File: src/rtl/crc_stream_engine.sv
// crc_stream_engine: bit-serial CRC over a valid/ready word stream framed by start/in_last, one message bit per clock.
// Optional CRC_CHECK_EN macro adds chk_value/crc_match to compare the final CRC against an expected value.
module crc_stream_engine #(
    parameter int               CRC_W  = 8,
    parameter logic [CRC_W-1:0] POLY   = 8'h9B,
    parameter logic [CRC_W-1:0] INIT   = '0,
    parameter logic [CRC_W-1:0] XOROUT = '0,
    parameter bit               REFIN  = 1'b0,
    parameter bit               REFOUT = 1'b0,
    parameter int               DATA_W = 8
) (
    input  logic              clk,
    input  logic              rst,
    input  logic              start,
    input  logic [DATA_W-1:0] in_data,
    input  logic              in_valid,
    input  logic              in_last,
    output logic              in_ready,
    output logic              ready,
    output logic              done,
`ifdef CRC_CHECK_EN
    input  logic [CRC_W-1:0]  chk_value,
    output logic              crc_match,
`endif
    output logic [CRC_W-1:0]  crc_result
);
    localparam int CNT_W = $clog2(DATA_W + 1);

    typedef enum logic [1:0] {S_IDLE, S_WAIT, S_SHIFT, S_FINAL} state_t;

    state_t             r_state, w_next;
    logic [CRC_W-1:0]   r_crc, r_result, w_crc_step, w_final;
    logic [DATA_W-1:0]  r_word;
    logic [CNT_W-1:0]   r_bit_cnt;
    logic               r_last, r_done, w_bit, w_fb, w_word_end, w_accept;

    function automatic logic [CRC_W-1:0] bitrev(input logic [CRC_W-1:0] v);
        logic [CRC_W-1:0] r;
        for (int i = 0; i < CRC_W; i++) r[i] = v[CRC_W-1-i];
        return r;
    endfunction

    // The latched word is shifted toward the tap end, so the next message bit is always at a fixed position
    assign w_bit      = REFIN ? r_word[0] : r_word[DATA_W-1];
    assign w_fb       = r_crc[CRC_W-1] ^ w_bit;
    assign w_crc_step = {r_crc[CRC_W-2:0], 1'b0} ^ (w_fb ? POLY : '0);
    assign w_final    = (REFOUT ? bitrev(r_crc) : r_crc) ^ XOROUT;
    assign w_word_end = r_bit_cnt == CNT_W'(DATA_W - 1);
    assign w_accept   = r_state == S_WAIT && in_valid && !start;

    assign ready      = r_state == S_IDLE;
    assign in_ready   = r_state == S_WAIT;
    assign done       = r_done;
    assign crc_result = r_result;

    always_comb begin
        w_next = r_state;
        case (r_state)
            S_IDLE:  w_next = start ? S_WAIT : S_IDLE;
            S_WAIT:  w_next = start ? S_WAIT : (in_valid ? S_SHIFT : S_WAIT);
            S_SHIFT: w_next = start ? S_WAIT : (w_word_end ? (r_last ? S_FINAL : S_WAIT) : S_SHIFT);
            S_FINAL: w_next = start ? S_WAIT : S_IDLE;
            default: w_next = S_IDLE;
        endcase
    end

    always_ff @(posedge clk or posedge rst) begin
        if (rst) begin
            r_state   <= S_IDLE;
            r_crc     <= INIT;
            r_word    <= '0;
            r_last    <= 1'b0;
            r_bit_cnt <= '0;
        end else begin
            r_state <= w_next;
            if (start) begin
                r_crc     <= INIT;
                r_bit_cnt <= '0;
            end else if (w_accept) begin
                r_word    <= in_data;
                r_last    <= in_last;
                r_bit_cnt <= '0;
            end else if (r_state == S_SHIFT) begin
                r_crc     <= w_crc_step;
                r_word    <= REFIN ? r_word >> 1 : r_word << 1;
                r_bit_cnt <= w_word_end ? '0 : r_bit_cnt + 1'b1;
            end
        end
    end

    // A message finishing in FINAL still reports even if a new start arrives in that same cycle
    always_ff @(posedge clk or posedge rst) begin
        if (rst) begin
            r_result <= '0;
            r_done   <= 1'b0;
        end else begin
            r_done <= r_state == S_FINAL;
            if (r_state == S_FINAL) r_result <= w_final;
        end
    end

`ifdef CRC_CHECK_EN
    logic r_match;

    assign crc_match = r_match;

    always_ff @(posedge clk or posedge rst) begin
        if (rst) r_match <= 1'b0;
        else if (r_state == S_FINAL) r_match <= w_final == chk_value;
        else if (start) r_match <= 1'b0;
    end
`endif

endmodule

File: config.mk
export PLATFORM = sky130hd
export DESIGN_NAME = crc_stream_engine
export DESIGN_NICKNAME = d
export VERILOG_FILES = /design/src/rtl/crc_stream_engine.sv
export SDC_FILE = /design/constraint.sdc
export NUM_CORES = 1
export LEC_CHECK = 0
export ABC_AREA = 0
export CORE_MARGIN = 10
export CORE_UTILIZATION = 52
export CTS_BUF_LIST = sky130_fd_sc_hd__clkbuf_16
export DETAILED_ROUTE_END_ITERATION = 10
export PLACE_DENSITY = 0.88
export SYNTH_ARGS = -nofsm -noshare
export SYNTH_HDL_FRONTEND = slang
export SYNTH_SLANG_ARGS = --single-unit
File: constraint.sdc
create_clock -name clk -period 2.2 [get_ports clk]
set_input_delay 0.33 -clock clk [delete_from_list [all_inputs] [get_ports clk]]
set_output_delay 0.33 -clock clk [all_outputs]
set_load 0.01 [all_outputs]
Yosys cells after proc, flatten, opt, wreduce, memory -nomap -nowiden
Cells that the tools add are included.
{"block": "op_classes", "addsub": 1, "n_eq_ne": 5, "muxes": 17, "bitwise_logic": 3, "n_reduce_logical": 11}
{"operator": "8-bit 2-to-1 mux", "count": 6}
{"operator": "4-bit 2-to-1 mux", "count": 4}
{"operator": "2-bit 2-to-1 mux", "count": 5}
{"operator": "8-bit bitwise XOR", "count": 1}
{"operator": "2-bit one-hot mux with 3 select lines", "count": 1}
{"operator": "2-bit AND reduction", "count": 3}
{"operator": "4-bit by 1-bit adder with 4-bit output, second input constant", "count": 1}
{"operator": "2-bit equality test, second input constant", "count": 2}
{"operator": "4-bit by 3-bit equality test with 1-bit output, second input constant", "count": 1}
{"operator": "2-bit nonzero test", "count": 2}
{"operator": "3-bit nonzero test", "count": 1}
{"operator": "2-bit by 1-bit equality test with 1-bit output, second input constant", "count": 1}
{"operator": "1-bit logical AND", "count": 2}
{"operator": "2-bit zero test", "count": 1}
{"operator": "2-bit != test, second input constant", "count": 1}
{"operator": "2-bit OR reduction", "count": 1}
{"operator": "1-bit zero test", "count": 1}
{"operator": "1-bit 2-to-1 mux", "count": 1}
{"operator": "1-bit NOT", "count": 1}
{"operator": "1-bit bitwise XOR", "count": 1}
{"block": "word_totals", "regBits": 32, "inputBits": 13, "output_inout_bits": 11, "elab_cells": 44}

Longest topological paths before layout
Gate-level depths: netlist of run 1.
{"block": "logic_depth", "ltp_word": 6, "mapped_depth": 6, "mapped_depth_nobuf": 5}

Least setup slack after synthesis of run 1
Ideal clock, no wire load.
{"block": "synth_timing", "path_type": "register to register", "startpoint": "register r_state[1]", "endpoint": "register r_last", "setup_ns": 0.128, "t_arrival_ns": 1.440, "required_time_ns": 2.072, "slack_ns": 0.633, "stages_incl_launch_ff": 6, "path_buffers": 0, "synth_period_minus_slack_ns": 1.567, "path_cell_list": "dfrtp_1 > inv_1 > ha_1 > and2_1 > nor2b_1 > mux2_1"}
{"block": "synth_via", "elab_chain_cells": 4}
{"item": "from (decl)", "line_no": "31", "rtl": "state_t r_state, w_next;"}
{"item": "from (signal assigned)", "line_no": "75", "rtl": "r_state <= w_next;"}
{"item": "2-bit by 1-bit equality test with 1-bit output"}
{"item": "net in_ready", "line_no": "18", "rtl": "output logic in_ready,"}
{"item": "1-bit logical AND (2 in a row)", "line_no": "49", "rtl": "assign w_accept = r_state == S_WAIT && in_valid && !start;"}
{"item": "2-bit AND reduction (no line)"}
{"item": "to (signal assigned)", "line_no": "81", "rtl": "r_last <= in_last;"}
{"item": "to (decl)", "line_no": "35", "rtl": "logic r_last, r_done, w_bit, w_fb, w_word_end, w_accept;"}
The timed path passes the listed nets, and every way through them passes these cells.
A chain may end at the register's enable or synchronous reset.

Worst setup path in the final report of run 1
{"block": "layout_timing", "startpoint": "register r_state[1]", "endpoint": "output port in_ready"}
{"block": "layout_via", "elab_chain_cells": 1}
{"item": "2-bit by 1-bit equality test with 1-bit output", "line_no": "52", "rtl": "assign in_ready = r_state == S_WAIT;"}
{"item": "to (decl)", "line_no": "18"}
No other way between the ends.

==> results.yml, run 1 <==
worst_setup_path:
  required_ns: 1.87
  cpMaxStageDelayCell: "clkdlybuf4s50_1"
  critPathMaxStageDelay_ns: 0.57
  start_kind: "flop"
  crit_type: "reg2out"
  endpoint_kind: "output port"
  arrival_ns: 1.61
  worstPathCellList: "inv_1, ha_1, clkdlybuf4s50_1"
  crit_fanout: 4
cells_and_area:
  n_antenna_cell: 0
  design_area_um2: 1890
  nets: 170
  area_delta_synth_final_pct: 27.5
  drive_above_1_share: 0.138
  nFillCells: 210
grt:
  grt_max_degree: 33
  grt_antenna_before_repair: 0
  grt.total_usage: 0.126
  grt_overflow: 0
  grt_pass1_vias: 1087
  grt_pass1_wl_um: 5110
sta:
  tns_ns: 0
  rsz0062_at_grt: "no"
  fin_skew_ns: 0.00261
  hold_viol: 0
  final.period_utilization: 0.880
  fmax_mhz: 517
  slew_headroom: 0.710
  worstMarginPinSlew_ns: 0.432
  slew_viol_final: 0
  finalSetupViolations: 0
  fin_crit_ns: 1.94
yosys:
  synth_edf_count: 0
  synth_cell_type_count: 32
  syn_inst: 123
  netlist_area_um2: 1480
  seq_area_frac_synth: 0.541
  synth_area_leader_cell: "dfrtp_1"
  synth_top_cell_area_share: 0.541
  syn_nets: 142
  synth.avg_cell_area_um2: 12.0
  yosysWarnings: 0
  ys_seq_elements: 32
  synth.area.top_cells: "dfrtp_1 54%, mux2_2 6.1%, ha_1 5.1%, o2bb2ai_1 4.1%, a22oi_1 3.6%"
  synthFlopType: "dfrtp_1"
  post-synth-top-count-cell: "dfrtp_1"
  synthArstFlopShare: 1.00
  netlist_top_cells_count: "32 x dfrtp_1, 9 x nand2_1, 8 x mux2_2, 7 x a22oi_1, 7 x o2bb2ai_1"
die:
  die_w_um: 73.4
  num_io_pins: 24
  rows: 19
  core_um2: 2730
  die_y_um: 73.4
  start_util: 0.541
  dieArea_um2: 5380
clock_network:
  insertion_delay_ns: 0.28
  root_buffer: "clkbuf_16"
  clk_pin_slew_ns: 0.05
  cts_setup_buffers: 0
  cts_resized: 0
  ctsHtreeMaxLevel: 2
  cts_buffer_depth: 2
  cts_hold_buf: 0
  numCtsBuffers: 5
  clock-sinks: 32
  tritoncts: "done"
placed_design:
  post_dp_cell_area_um2: 1750
  io_buffer_count: 23
  detailedPlacementHpwl_um: 2140
  gp_congestion: 0.814
power:
  powerDensity_nw_per_um2: 1050
  irDropWorstVdd_uv: 804
  power.leakage_uw: 0.000818
detailed_routing:
  drtPass1Iterations: 4
  viasPerCell: 5.73
  post_drt_wl_per_cell_um: 17.0
  vias: 1048
  drt-initial-drc-count: 26
  antenna_left: 0
  drt-total-wl_um: 3110
  drc: 0
outcome:
  status: "finished clean"
worst_hold_path:
  hold_class: "in2async"
run:
  maxCapViolCount: 0
==> final timing paths <==
kind | startpoint | to | slack [ns] | depth (start not counted)
worst max-delay path | r_state[1]$_DFF_PP0_ | in_ready | 0.26 | 3
worst min-delay path | rst | r_crc[0]$_DFFE_PP0P_ | 0.43 | 3
worst max register to register | r_state[0]$_DFF_PP0_ | r_crc[3]$_DFFE_PP0P_ | 0.42 | 6
worst min register to register | r_word[5]$_DFFE_PP0P_ | r_word[5]$_DFFE_PP0P_ | 0.50 | 1
max in group asynchronous | rst | r_word[7]$_DFFE_PP0P_ | 1.49 | 3
min in group clk | r_word[5]$_DFFE_PP0P_ | r_word[5]$_DFFE_PP0P_ | 0.50 | 1
==> critical path: cells and delay by family (launching register included) <==
family / cells / cell delay (ns)
buffers and inverters: 2 / 0.67
DFF: 1 / 0.40
adders and majority gates: 1 / 0.25
==> final cells by class <==
type	instances	area (µm²)	share of cell area
Clock buffer	5	125	0.0663
Clock inverter	3	15.0	0.00796
Inverter	3	11.3	0.00597
Multi-Input combinational cell	82	636	0.337
Sequential cell	32	801	0.424
Tap cell	31	38.8	0.0206
Timing Repair Buffer	27	260	0.138
==> metrics by stage <==
stage,worst slack (ns),hold WS (ns),instances,utilization,power (µW)
floorplan,0.633,0.446,123,-,1140
global placement,0.461,0.473,175,0.639,1310
detailed placement,0.398,0.483,175,0.639,1330
CTS,0.248,0.446,183,0.690,1990
global route,0.198,0.495,183,0.690,2090
finish,0.264,0.434,183,0.690,1980
==> cells in the final DEF (no fill, tap or decap), drive strengths merged, types with 4 or more instances in the layout <==
cell type / netlist / final
dfrtp: 32 / 32
clkdlybuf4s50: 0 / 23
nand2: 9 / 9
mux2: 9 / 9
a22oi: 7 / 7
o2bb2ai: 7 / 7
nand2b: 6 / 6
ha: 6 / 6
a21oi: 5 / 5
clkbuf: 3 / 5
xor2: 4 / 4
inv: 3 / 4
buf: 3 / 4
==> flip-flops by register name (all words and copies together) (netlist names) <==
register / flops
crc_result: 8
r_state: 2
r_bit_cnt: 4
r_last: 1
done: 1
r_word: 8
r_crc: 8
==> routing by layer <==
metal	track usage	wire length, µm	up-vias
li1	-	-	497
met1	0.131	1290	513
met2	0.189	1480	28
met3	0.0713	223	10
met4	0.0828	115	0
met5	0	0	-
==> power breakdown <==
part	internal (µW)	switching [µW]
clock network	410	242
registers	711	87.4
logic	275	253
==> kinds of logic after synthesis <==
| group | after synthesis | share of synthesized area |
|---|---|---|
| XOR/XNOR | 6 | 0.0355 |
| AO/OA/AOI/OAI | 32 | 0.166 |
| multiplexers | 10 | 0.0752 |
| buffers and inverters | 9 | 0.0296 |
| adder cells (fa/ha/maj) | 6 | 0.0507 |
| AND/OR/NAND/NOR | 28 | 0.102 |
| flip-flops | 32 | 0.541 |
Power figures use the tool's default switching activity.
==> inputs of run 2 (changes only) <==
- clock period: 2.2 -> 1.9 ns (I/O delays scaled with it)
==> run 2 against run 1 <==
Via count shrank 0.86%. Combinational power grew 17%. Register-to-register slack lost 0.13 ns. Final cell count grew 1.1%. Clock power grew 35%. Sequential share of layout area shrank 0.96 points. Worst hold slack lost 0.036 ns. Die area is the same. Count of clock-buffer cells in the layout is the same. Setup slack lost 0.11 ns.
==> results.yml, run 2 (same netlist as run 1, synthesis figures left out) <==
outcome:
  status: "finished clean"
worst_hold_path:
  hold_class: "in2async"
worst_setup_path:
  cpMaxStageDelayCell: "clkdlybuf4s50_1"
  reg2reg_slack_ns: 0.29
  worstPathCellList: "inv_1, ha_1, clkdlybuf4s50_1"
  crit_type: "reg2out"
  cp_top_family: "buffers and inverters"
  startpoint: "r_state[1]$_DFF_PP0_"
  crit_fanout: 3
  r2r_start: "r_state[0]$_DFF_PP0_"
  critPathMaxStageDelay_ns: 0.53
  path_buf_inv: 2
  arrival_ns: 1.46
  required_ns: 1.62
  endpoint_kind: "output port"
  start_kind: "flop"
sta:
  fin_crit_ns: 1.75
  rsz0062_at_grt: "no"
  final.period_utilization: 0.919
  tns_ns: 0
  fmax_mhz: 572
  fin_skew_ns: 0.00413
  slew_viol_final: 0
  finalSetupViolations: 0
  worst_hold_slack_ns: 0.398
  worstMarginPinSlew_ns: 0.475
  slew_headroom: 0.681
  hold_viol: 0
placed_design:
  detailedPlacementHpwl_um: 2160
  gp_congestion: 0.753
  io_buffer_count: 23
clock_network:
  root_buffer: "clkbuf_16"
  clk_pin_slew_ns: 0.05
  cts_buffer_depth: 2
  numCtsBuffers: 5
  ctsHtreeMaxLevel: 2
  cts_resized: 1
  insertion_delay_ns: 0.27
  cts_hold_buf: 0
  cts_setup_buffers: 0
  tritoncts: "done"
  clock-sinks: 32
cells_and_area:
  layout_common_cells: "32 x dfrtp_1, 22 x clkdlybuf4s50_1, 9 x nand2_1, 8 x mux2_2"
  drive_above_1_share: 0.162
  area_delta_synth_final_pct: 30.4
  layout.cells.most_common: "dfrtp_1"
  nets: 172
  n_antenna_cell: 0
die:
  start_util: 0.541
  core_um2: 2730
  dieArea_um2: 5380
  die_y_um: 73.4
  num_io_pins: 24
  die_w_um: 73.4
  rows: 19
grt:
  grt_pass1_wl_um: 5080
  grt_pass1_vias: 1074
  grt_antenna_before_repair: 0
  grt.total_usage: 0.122
  grt_overflow: 0
  grt_max_degree: 33
detailed_routing:
  drt-total-wl_um: 3010
  antenna_left: 0
  drc: 0
  vias: 1039
  drtPass1Iterations: 4
  drt-initial-drc-count: 22
  viasPerCell: 5.62
  post_drt_wl_per_cell_um: 16.2
power:
  power.leakage_uw: 0.000855
  irDropWorstVdd_uv: 1110
  powerDensity_nw_per_um2: 1250
run:
  maxCapViolCount: 0
==> run 2: changes by cell type in the layout (fill, tap and decap cells not counted) <==
cell and delta:
bufinv_16 +1, ha_2 +1, clkdlybuf4s50_1 -1, dlymetal6s2s_1 +1, clkinvlp_4 -1, clkinv_1 -1, buf_4 +2, ha_1 -1
clkinv_2 +1
==> run 2: stage by stage <==
step,cells,power (µW),utilization,cell area [µm²],setup slack [ns]
floorplan,123,1320,-,1480,0.333
global placement,177,1520,0.644,1760,0.225
detailed placement,177,1550,0.644,1760,0.167
CTS,185,2450,0.705,1930,0.0293
global route,185,2560,0.706,1930,0.0663
finish,185,2420,0.706,1930,0.153
==> run 2: tightest hold or removal path: cells and delay by family <==
kind	cells	cell delay [ns]
buffers and inverters	3	0.79
==> run 2: final timing paths <==
kind | to | depth (start not counted)
min in group clk | r_word[2]$_DFFE_PP0P_ | 1
worst min register to register | r_word[2]$_DFFE_PP0P_ | 1
worst max register to register | r_crc[7]$_DFFE_PP0P_ | 5
max in group asynchronous | r_word[0]$_DFFE_PP0P_ | 3
worst min-delay path | r_crc[1]$_DFFE_PP0P_ | 3
worst max-delay path | ready | 3
==> run 2: final cells by class <==
cell class	instances	area [µm²]
Fill cell	196	803
Clock buffer	5	125
Tap cell	31	38.8
Inverter	3	11.3
Timing Repair Buffer	29	278
Multi-Input combinational cell	82	638
Clock inverter	3	38.8
Sequential cell	32	801
==> run 2: power breakdown <==
| group | leakage [µW] | switching (µW) | total [µW] | internal (µW) |
|---|---|---|---|---|
| combinational | 0.000339 | 292 | 617 | 325 |
| sequential | 0.000430 | 101 | 924 | 823 |
| clock | 0.0000850 | 271 | 881 | 610 |
==> run 2: layer usage <==
metal | part of all wire | wire (µm) | global-route usage | vias up
met5 | 0 | 0 | 0 | -
met2 | 0.48 | 1430 | 0.184 | 29
met3 | 0.068 | 204 | 0.0565 | 6
met1 | 0.44 | 1320 | 0.142 | 500
met4 | 0.017 | 50 | 0.0642 | 0
li1 | - | - | - | 504
==> inputs of run 3 (changes only) <==
- CTS_CLUSTER_DIAMETER: unset -> 100
- TNS_END_PERCENT: unset -> 10
==> results of run 3 <==
The final DEF is identical to that of run 2; final timing and power are the same.
